### src/rtl/serial_add_ctrl_pkg.sv
// Shared types for the bit-serial add/subtract controller.
// Latency: n/a (types and constants only).
// Backpressure: n/a.
package serial_add_ctrl_pkg;

  // Sequencer states: wait for a request, walk the bits, present the result.
  typedef enum logic [1:0] {
    ST_IDLE = 2'd0,
    ST_RUN  = 2'd1,
    ST_DONE = 2'd2
  } state_e;

  // Encoding of the sub_i operation-select input.
  localparam logic OP_ADD = 1'b0;
  localparam logic OP_SUB = 1'b1;

endpackage : serial_add_ctrl_pkg

### src/rtl/serial_add_ctrl_if.sv
// Request/result bundle between the control unit (master) and the serial adder (slave).
// Latency: n/a (wiring only).
// Backpressure: none; start_i is ignored by the slave unless it is idle.
// Ports: start_i/sub_i/a_i/b_i request the operation; busy_o/done_o/sum_o/cout_o/ovf_o report it.
interface serial_add_ctrl_if #(
  parameter int WIDTH = 8
);

  logic             start_i;
  logic             sub_i;
  logic [WIDTH-1:0] a_i;
  logic [WIDTH-1:0] b_i;
  logic             busy_o;
  logic             done_o;
  logic [WIDTH-1:0] sum_o;
  logic             cout_o;
  logic             ovf_o;

  modport master (
    output start_i, sub_i, a_i, b_i,
    input  busy_o, done_o, sum_o, cout_o, ovf_o
  );

  modport slave (
    input  start_i, sub_i, a_i, b_i,
    output busy_o, done_o, sum_o, cout_o, ovf_o
  );

endinterface : serial_add_ctrl_if

### src/rtl/serial_add_ctrl_fulladder1bit.sv
// Single-bit full adder cell used as the arithmetic core of the serial adder.
// Latency: combinational.
// Backpressure: none.
// Ports: a_i, b_i, c_i operand and carry-in bits; s_o sum bit; c_o carry-out bit.
module fulladder1bit (
  input  logic a_i,
  input  logic b_i,
  input  logic c_i,
  output logic s_o,
  output logic c_o
);

  assign s_o = a_i ^ b_i ^ c_i;
  assign c_o = (a_i & b_i) | (a_i & c_i) | (b_i & c_i);

endmodule : fulladder1bit

### src/rtl/serial_add_ctrl.sv
// Bit-serial add/subtract: one full-adder cell walked over WIDTH bits, LSB first.
// Latency: start accepted at edge k -> busy_o for WIDTH cycles -> done_o pulse in cycle k+WIDTH+1.
// Backpressure: none; start_i is only sampled in IDLE, requests in RUN/DONE are dropped.
// Ports: clk_i, rst_ni (async, active low); bus = request/result bundle (slave side).
module serial_add_ctrl
  import serial_add_ctrl_pkg::*;
#(
  parameter int WIDTH = 8
) (
  input  logic             clk_i,
  input  logic             rst_ni,
  serial_add_ctrl_if.slave bus
);

  localparam int CNT_W = $clog2(WIDTH);

  state_e           state_q, state_d;
  logic [WIDTH-1:0] a_q, a_d;
  logic [WIDTH-1:0] b_q, b_d;
  logic [WIDTH-1:0] res_q, res_d;
  logic             carry_q, carry_d;
  logic [CNT_W-1:0] cnt_q, cnt_d;
  logic [WIDTH-1:0] sum_q, sum_d;
  logic             cout_q, cout_d;
  logic             ovf_q, ovf_d;

  logic             fa_sum;
  logic             fa_cout;
  logic             last_bit;

  fulladder1bit u_fa (
    .a_i (a_q[0]),
    .b_i (b_q[0]),
    .c_i (carry_q),
    .s_o (fa_sum),
    .c_o (fa_cout)
  );

  assign last_bit = (cnt_q == CNT_W'(WIDTH - 1));

  // ---------------------------------------------------------------------------
  // State register plus datapath registers
  // ---------------------------------------------------------------------------
  always_ff @(posedge clk_i or negedge rst_ni) begin
    if (!rst_ni) begin
      state_q <= ST_IDLE;
      a_q     <= '0;
      b_q     <= '0;
      res_q   <= '0;
      carry_q <= 1'b0;
      cnt_q   <= '0;
      sum_q   <= '0;
      cout_q  <= 1'b0;
      ovf_q   <= 1'b0;
    end else begin
      state_q <= state_d;
      a_q     <= a_d;
      b_q     <= b_d;
      res_q   <= res_d;
      carry_q <= carry_d;
      cnt_q   <= cnt_d;
      sum_q   <= sum_d;
      cout_q  <= cout_d;
      ovf_q   <= ovf_d;
    end
  end

  // ---------------------------------------------------------------------------
  // Next-state logic
  // ---------------------------------------------------------------------------
  always_comb begin
    state_d = state_q;
    unique case (state_q)
      ST_IDLE: if (bus.start_i) state_d = ST_RUN;
      ST_RUN:  if (last_bit)    state_d = ST_DONE;
      ST_DONE:                  state_d = ST_IDLE;
      default:                  state_d = ST_IDLE;
    endcase
  end

  // ---------------------------------------------------------------------------
  // Datapath next values
  // ---------------------------------------------------------------------------
  always_comb begin
    a_d     = a_q;
    b_d     = b_q;
    res_d   = res_q;
    carry_d = carry_q;
    cnt_d   = cnt_q;
    sum_d   = sum_q;
    cout_d  = cout_q;
    ovf_d   = ovf_q;

    unique case (state_q)
      ST_IDLE: begin
        if (bus.start_i) begin
          // Subtraction is A + ~B + 1: invert B here and seed the carry with 1.
          a_d     = bus.a_i;
          b_d     = (bus.sub_i == OP_SUB) ? ~bus.b_i : bus.b_i;
          carry_d = (bus.sub_i == OP_SUB);
          cnt_d   = '0;
          res_d   = '0;
        end
      end

      ST_RUN: begin
        a_d     = {1'b0, a_q[WIDTH-1:1]};
        b_d     = {1'b0, b_q[WIDTH-1:1]};
        res_d   = {fa_sum, res_q[WIDTH-1:1]};
        carry_d = fa_cout;
        cnt_d   = cnt_q + CNT_W'(1);
        if (last_bit) begin
          // Outputs only change here, so the partial shift contents never leak.
          // carry_q is still the carry into the MSB, which sets signed overflow.
          sum_d  = {fa_sum, res_q[WIDTH-1:1]};
          cout_d = fa_cout;
          ovf_d  = carry_q ^ fa_cout;
        end
      end

      default: ;
    endcase
  end

  // ---------------------------------------------------------------------------
  // Outputs
  // ---------------------------------------------------------------------------
  always_comb begin
    bus.busy_o = (state_q == ST_RUN);
    bus.done_o = (state_q == ST_DONE);
    bus.sum_o  = sum_q;
    bus.cout_o = cout_q;
    bus.ovf_o  = ovf_q;
  end

endmodule : serial_add_ctrl

### src/flat_wrapper.sv
// flat-port wrapper written by rule: the top's interface ports become plain ports
module serial_add_ctrl_flat import serial_add_ctrl_pkg::*;
#(
  parameter int WIDTH = 8
)
  (clk_i, rst_ni, bus_start_i, bus_sub_i, bus_a_i, bus_b_i, bus_busy_o, bus_done_o, bus_sum_o, bus_cout_o, bus_ovf_o);
  serial_add_ctrl_if #(.WIDTH(WIDTH)) bus_i ();
  input  logic clk_i;
  input  logic rst_ni;
  input wire logic [$bits(bus_i.start_i)-1:0] bus_start_i;
  input wire logic [$bits(bus_i.sub_i)-1:0] bus_sub_i;
  input wire logic [$bits(bus_i.a_i)-1:0] bus_a_i;
  input wire logic [$bits(bus_i.b_i)-1:0] bus_b_i;
  output wire logic [$bits(bus_i.busy_o)-1:0] bus_busy_o;
  output wire logic [$bits(bus_i.done_o)-1:0] bus_done_o;
  output wire logic [$bits(bus_i.sum_o)-1:0] bus_sum_o;
  output wire logic [$bits(bus_i.cout_o)-1:0] bus_cout_o;
  output wire logic [$bits(bus_i.ovf_o)-1:0] bus_ovf_o;
  assign bus_i.start_i = bus_start_i;
  assign bus_i.sub_i = bus_sub_i;
  assign bus_i.a_i = bus_a_i;
  assign bus_i.b_i = bus_b_i;
  assign bus_busy_o = bus_i.busy_o;
  assign bus_done_o = bus_i.done_o;
  assign bus_sum_o = bus_i.sum_o;
  assign bus_cout_o = bus_i.cout_o;
  assign bus_ovf_o = bus_i.ovf_o;
  serial_add_ctrl #(.WIDTH(WIDTH)) u_core (.clk_i(clk_i), .rst_ni(rst_ni), .bus(bus_i));
endmodule
### config.mk
export PLATFORM = sky130hd
export DESIGN_NAME = serial_add_ctrl_flat
export DESIGN_NICKNAME = d
export VERILOG_FILES = /design/src/rtl/serial_add_ctrl_pkg.sv /design/src/rtl/serial_add_ctrl_if.sv /design/src/rtl/serial_add_ctrl_fulladder1bit.sv /design/src/rtl/serial_add_ctrl.sv /design/src/flat_wrapper.sv
export SDC_FILE = /design/constraint.sdc
export NUM_CORES = 1
export LEC_CHECK = 0
export CAP_MARGIN = 10
export CORE_MARGIN = 1
export CORE_UTILIZATION = 49
export DETAILED_ROUTE_END_ITERATION = 10
export PLACE_DENSITY = 0.86
export SLEW_MARGIN = 10
export SYNTH_ARGS = -nofsm -noshare
export SYNTH_HDL_FRONTEND = slang
export SYNTH_SLANG_ARGS = --single-unit
export TNS_END_PERCENT = 50
### constraint.sdc
create_clock -name clk_i -period 2.25 [get_ports clk_i]
set_input_delay 0.225 -clock clk_i [delete_from_list [all_inputs] [get_ports clk_i]]
set_output_delay 0.225 -clock clk_i [all_outputs]
set_load 0.02 [all_outputs]
# Yosys cells after proc, flatten, opt, wreduce, memory -nomap -nowiden
# Cells that the tools add are included.
# totals
register_bits,40
out_inout_bits,12
wordCells,43
# classes
add_sub_neg,1
n_eq_ne,5
n_mux,14
bitwise,9
n_reduce_logical,5
# ops
operator,count
case mux 8 bit (2 select lines),3
2-to-1 mux 8 bit,4
inverter 8 bit,1
case mux 3 bit (2 select lines),1
AND reduction 2 bit,3
2-to-1 mux 2 bit,2
case mux 2 bit (2 select lines),1
adder 3 x 1 -> 3 bit (second input constant),1
AND 1 bit,3
equality test 3 bit (second input constant),1
2-to-1 mux 3 bit,1
bitwise XOR 1 bit,3
equality test 2 x 1 -> 1 bit (second input constant),1
equality test 2 bit (second input constant),1
zero test 2 bit,1
!= test 2 x 1 -> 1 bit (second input constant),1
!= test 2 bit (second input constant),1
OR 1 bit,2
case mux 1 bit (2 select lines),1
nonzero test 2 bit,1
2-to-1 mux 1 bit,1

# Depth between registers and ports, before layout
# Gate-level depths: netlist of run 1.
# logic_depth
depth_word,4
ltp_mapped,6
depth_no_buf,5

# Hierarchy
# A second synthesis of run 1 with hierarchy kept.
# hier_totals
hier_cells,158
area_unflattened_um2,1840.5
# by_module_without_submodules
mod,n_inst,cells_each,area_each_um2,seq_area_each_um2
serial_add_ctrl,1,157,1820.5,975.9
fulladder1bit,1,1,20.0,0.0

# Least setup slack after synthesis of run 1
# Ideal clock, no wire load.
# synth_timing
kind,reg2reg
startpoint,register u_core.cnt_q[0]
endpoint,register u_core.sum_q[0] (netlist: u_core.bus.sum_o[0])
arrival_ns,1.300
path_slack_ns,0.825
stages_incl_launch_ff,6
path_cell_list,dfrtp_1 > ha_1 > ha_1 > nand3b_4 > buf_6 > mux2_4
# synth_via
elab_chain_cells,2
# synth_rtl
element,line,source
start: declaration,serial_add_ctrl.sv:22,"logic [CNT_W-1:0] cnt_q, cnt_d;"
start signal: assignment,serial_add_ctrl.sv:61,cnt_q <= cnt_d;
equality test 3 bit,serial_add_ctrl.sv:39,assign last_bit = (cnt_q == CNT_W'(WIDTH - 1));
AND reduction 2 bit (no source line),-,
end signal: assignment,serial_add_ctrl.sv:62,sum_q <= sum_d;
end: declaration,serial_add_ctrl.sv:23,"logic [WIDTH-1:0] sum_q, sum_d;"
# No other way between the ends.
# A chain may end at the register's enable or synchronous reset.

# Worst setup path in the final report of run 1
# layout_timing
startpoint,register u_core.state_q[1]
endpoint,output port bus_done_o
# layout_via
elab_chain_cells,1
# layout_rtl
element,line,source
start: declaration,serial_add_ctrl.sv:17,"state_e state_q, state_d;"
start signal: assignment,serial_add_ctrl.sv:56,state_q <= state_d;
equality test 2 bit,serial_add_ctrl.sv:130,bus.done_o = (state_q == ST_DONE);
end: declaration,flat_wrapper.sv:15,output wire logic [$bits(bus_i.done_o)-1:0] bus_done_o;
# No other way between the ends.

==> flow_metrics.py, run 1 <==
metrics = {
    "worst_setup_path": {
        "critPathMaxFanout": 20,
        "cp-end-kind": "output port",
        "reg2reg_depth": 2,
        "crit_cells": 2,
        "cp_cell_sequence": "nor2b_1, clkdlybuf4s50_1",
        "worst_path_largest_cell_delay_ns": 0.75,
        "worstPathRequired_ns": 2.03,
        "path_buf_inv": 1,
        "startpoint_type": "flop",
        "arrival_ns": 1.87,
        "cp_slowest_cell": "dfrtp_1",
        "path_class": "flop to output port",
        "critical_path.top_delay_family": "flip-flops",
    },
    "routing": {
        "vias": 1274,
        "drc": 0,
        "drtIter0Drc": 40,
        "drt_first_pass_iters": 4,
        "wirelength_mm": 3.53,
        "wire_per_inst_um": 15.7,
        "viasPerCell": 5.66,
        "antenna_left": 0,
    },
    "run": {
        "drv_cap": 0,
    },
    "power_and_ir_drop": {
        "peakVddDrop_mv": 0.606,
        "power_mw": 2.79,
        "p_leak_nw": 1.00,
        "p_per_area_mw_per_mm2": 1260,
    },
    "final_layout": {
        "layout.nets": 201,
        "multiInputGateArea_um2": 739,
        "stdcell_count": 225,
        "ff_latch_area_um2": 976,
        "drive_gt1_frac": 0.134,
        "fill_cells": 278,
        "areaGrowthSynthToFinish_pct": 22.9,
        "num_antenna_cells": 0,
    },
    "hold_path": {
        "worst_hold_path_type": "input pin to async pin",
    },
    "synth": {
        "ys_ff_latch": 39,
        "postSynthCellCount": 148,
        "syn_area_mm2": 0.00181,
        "synth_cell_types": 26,
        "synth.yosys.seq_area_share": 0.540,
        "syn_nets": 171,
        "syn_avg_cell_area_um2": 12.2,
        "yosysWarnings": 0,
    },
    "clock_network": {
        "clk_latency_ns": 0.30,
        "cts_inserted_buffers": 5,
        "cts.repair.resized": 0,
        "root_buffer": "clkbuf_8",
        "cts_tree": "done",
        "ctsHtreeMaxLevel": 2,
        "cts.sinks": 39,
        "post-cts-setup-buffers": 0,
        "clk_path_buf_depth": 2,
        "clkSlewWorstSetupHoldPaths_ns": 0.08,
        "ctsHoldBuffers": 0,
    },
    "timing": {
        "period_needed_ns": 2.09,
        "setup_viol": 0,
        "finalSetupTns_ns": 0,
        "max-slew-margin-rel": 0.429,
        "slew_viol_final": 0,
        "fin_skew_ns": 0.00382,
        "fmax_mhz": 478,
        "final-hold-violation-count": 0,
        "grt_setup_unrepaired": "false",
        "hold_slack_ns": 0.0337,
        "worst_pin_slew_ns": 0.857,
        "post-route-period-util": 0.930,
    },
    "placed_design": {
        "placed_cells": 217,
        "hpwl_mm": 2.39,
        "gp_congestion": 0.815,
        "io_buffers": 31,
    },
    "global_route": {
        "grt_max_degree": 40,
        "grt_usage": 0.201,
        "grt_pass1_wl_mm": 5.95,
        "grt_remaining_overflow": 0,
        "antenna_found_initial": 0,
        "grt_pass1_vias": 1234,
    },
    "floorplan": {
        "num_rows": 21,
        "dieHeight_um": 62.7,
        "initial_core_util": 0.525,
        "die_x_um": 62.7,
        "ios": 32,
        "die-area_mm2": 0.00393,
        "core_mm2": 0.00344,
    },
    "outcome": {
        "status": "complete, no violations",
    },
}
-- sequential cells by signal, summed over array words and instances, names as in the netlist --
name / flops
u_core.res_q: 7
u_core.state_q: 2
u_core.cnt_q: 3
u_core.bus.cout_o: 1
u_core.bus.ovf_o: 1
u_core.b_q: 8
u_core.carry_q: 1
u_core.a_q: 8
u_core.bus.sum_o: 8
-- synth_stat cells --
| master | number | area [um2] |
|---|---|---|
| nand3b_4 | 1 | 20.0 |
| xnor2_1 | 9 | 78.8 |
| dfrtp_1 | 39 | 976 |
| buf_2 | 3 | 15.0 |
| o221ai_1 | 6 | 52.6 |
| and2b_1 | 5 | 37.5 |
| o21ai_0 | 10 | 50.1 |
| nand2_4 | 1 | 11.3 |
| buf_4 | 2 | 15.0 |
| nor2b_1 | 5 | 31.3 |
| ha_1 | 2 | 25.0 |
| mux2_4 | 7 | 105 |
| inv_1 | 2 | 7.51 |
| nand2_1 | 17 | 63.8 |
| nor2_1 | 1 | 3.75 |
| buf_6 | 4 | 45.0 |
| a32o_1 | 1 | 10.0 |
| o21bai_1 | 1 | 7.51 |
| clkbuf_2 | 1 | 5.00 |
| clkbuf_1 | 1 | 3.75 |
| a22o_1 | 9 | 78.8 |
| a21oi_1 | 7 | 35.0 |
| fa_1 | 1 | 20.0 |
| o211ai_1 | 1 | 7.51 |
| a22oi_1 | 9 | 67.6 |
| mux2_2 | 3 | 33.8 |
-- final cells by class --
cell class              instances  share of cell area
multi-input cells              96               0.333
well taps                      46              0.0259
clock buffers                   5              0.0310
repair buffers                 34               0.148
inverters                       2             0.00338
clock inverters                 3              0.0197
flip-flops and latches         39               0.439
-- where the power goes --
| group | leakage [nW] | switching [mW] | internal, mW |
|---|---|---|---|
| logic | 0.435 | 0.477 | 0.545 |
| clock network | 0.0581 | 0.262 | 0.330 |
| registers | 0.508 | 0.207 | 0.971 |
-- routing by layer --
metal,wire length [um],up-vias,share of wire,global-route usage
met5,0,-,0,0
met2,1690,41,0.48,0.315
met4,57,0,0.016,0.0698
met1,1600,639,0.45,0.261
li1,-,587,-,-
met3,189,7,0.053,0.0675
-- kinds of logic (layout without fill, tap and decap cells) --
family / after synthesis / count (layout) / synth area share
xor gates and xnor gates: 9 / 9 / 0.0436
muxes: 10 / 10 / 0.0769
DFF: 39 / 39 / 0.540
adders and majority gates: 3 / 3 / 0.0249
AOI/OAI and AO/OA: 44 / 44 / 0.171
and+or+nand+nor: 30 / 30 / 0.0928
buffers and inverters: 13 / 44 / 0.0505
-- final timing paths --
check	slack [ns]	end	from
setup / recovery	0.16	bus_done_o	u_core.state_q[1]
hold / removal	0.03	u_core.bus.sum_o[5]	rst_ni
setup reg to reg	0.64	u_core.bus.cout_o	u_core.state_q[1]
hold reg to reg	0.50	u_core.b_q[4]	u_core.b_q[4]
max in group asynchronous	1.68	u_core.bus.sum_o[1]	rst_ni
min in group clk_i	0.50	u_core.b_q[4]	u_core.b_q[4]
-- placed cells by master, fill, tap and decap left out, types with 2 or more instances in the layout --
master,n
inv_1,2
clkdlybuf4s50_1,30
buf_4,3
mux2_2,3
o21ai_0,10
a21oi_1,7
clkbuf_8,5
mux2_4,7
dfrtp_1,39
nor2b_1,5
a22o_1,9
and2b_1,5
ha_1,2
xnor2_1,9
a22oi_1,9
nand2_1,17
o221ai_1,6
-- through the flow --
stage | utilization | cell area (um2) | worst slack [ns]
floorplan | - | 1810 | 0.825
global placement | 0.613 | 2110 | 0.539
detailed placement | 0.613 | 2110 | 0.506
CTS | 0.645 | 2220 | 0.182
global route | 0.645 | 2220 | 0.0780
finish | 0.645 | 2220 | 0.158
Power figures use the tool's default switching activity.
==> inputs of run 2 (changes only) <==
- CAP_MARGIN: 10 -> 5
==> results of run 2 <==
Same layout as run 1: the final DEF is identical, and so are final timing and power.
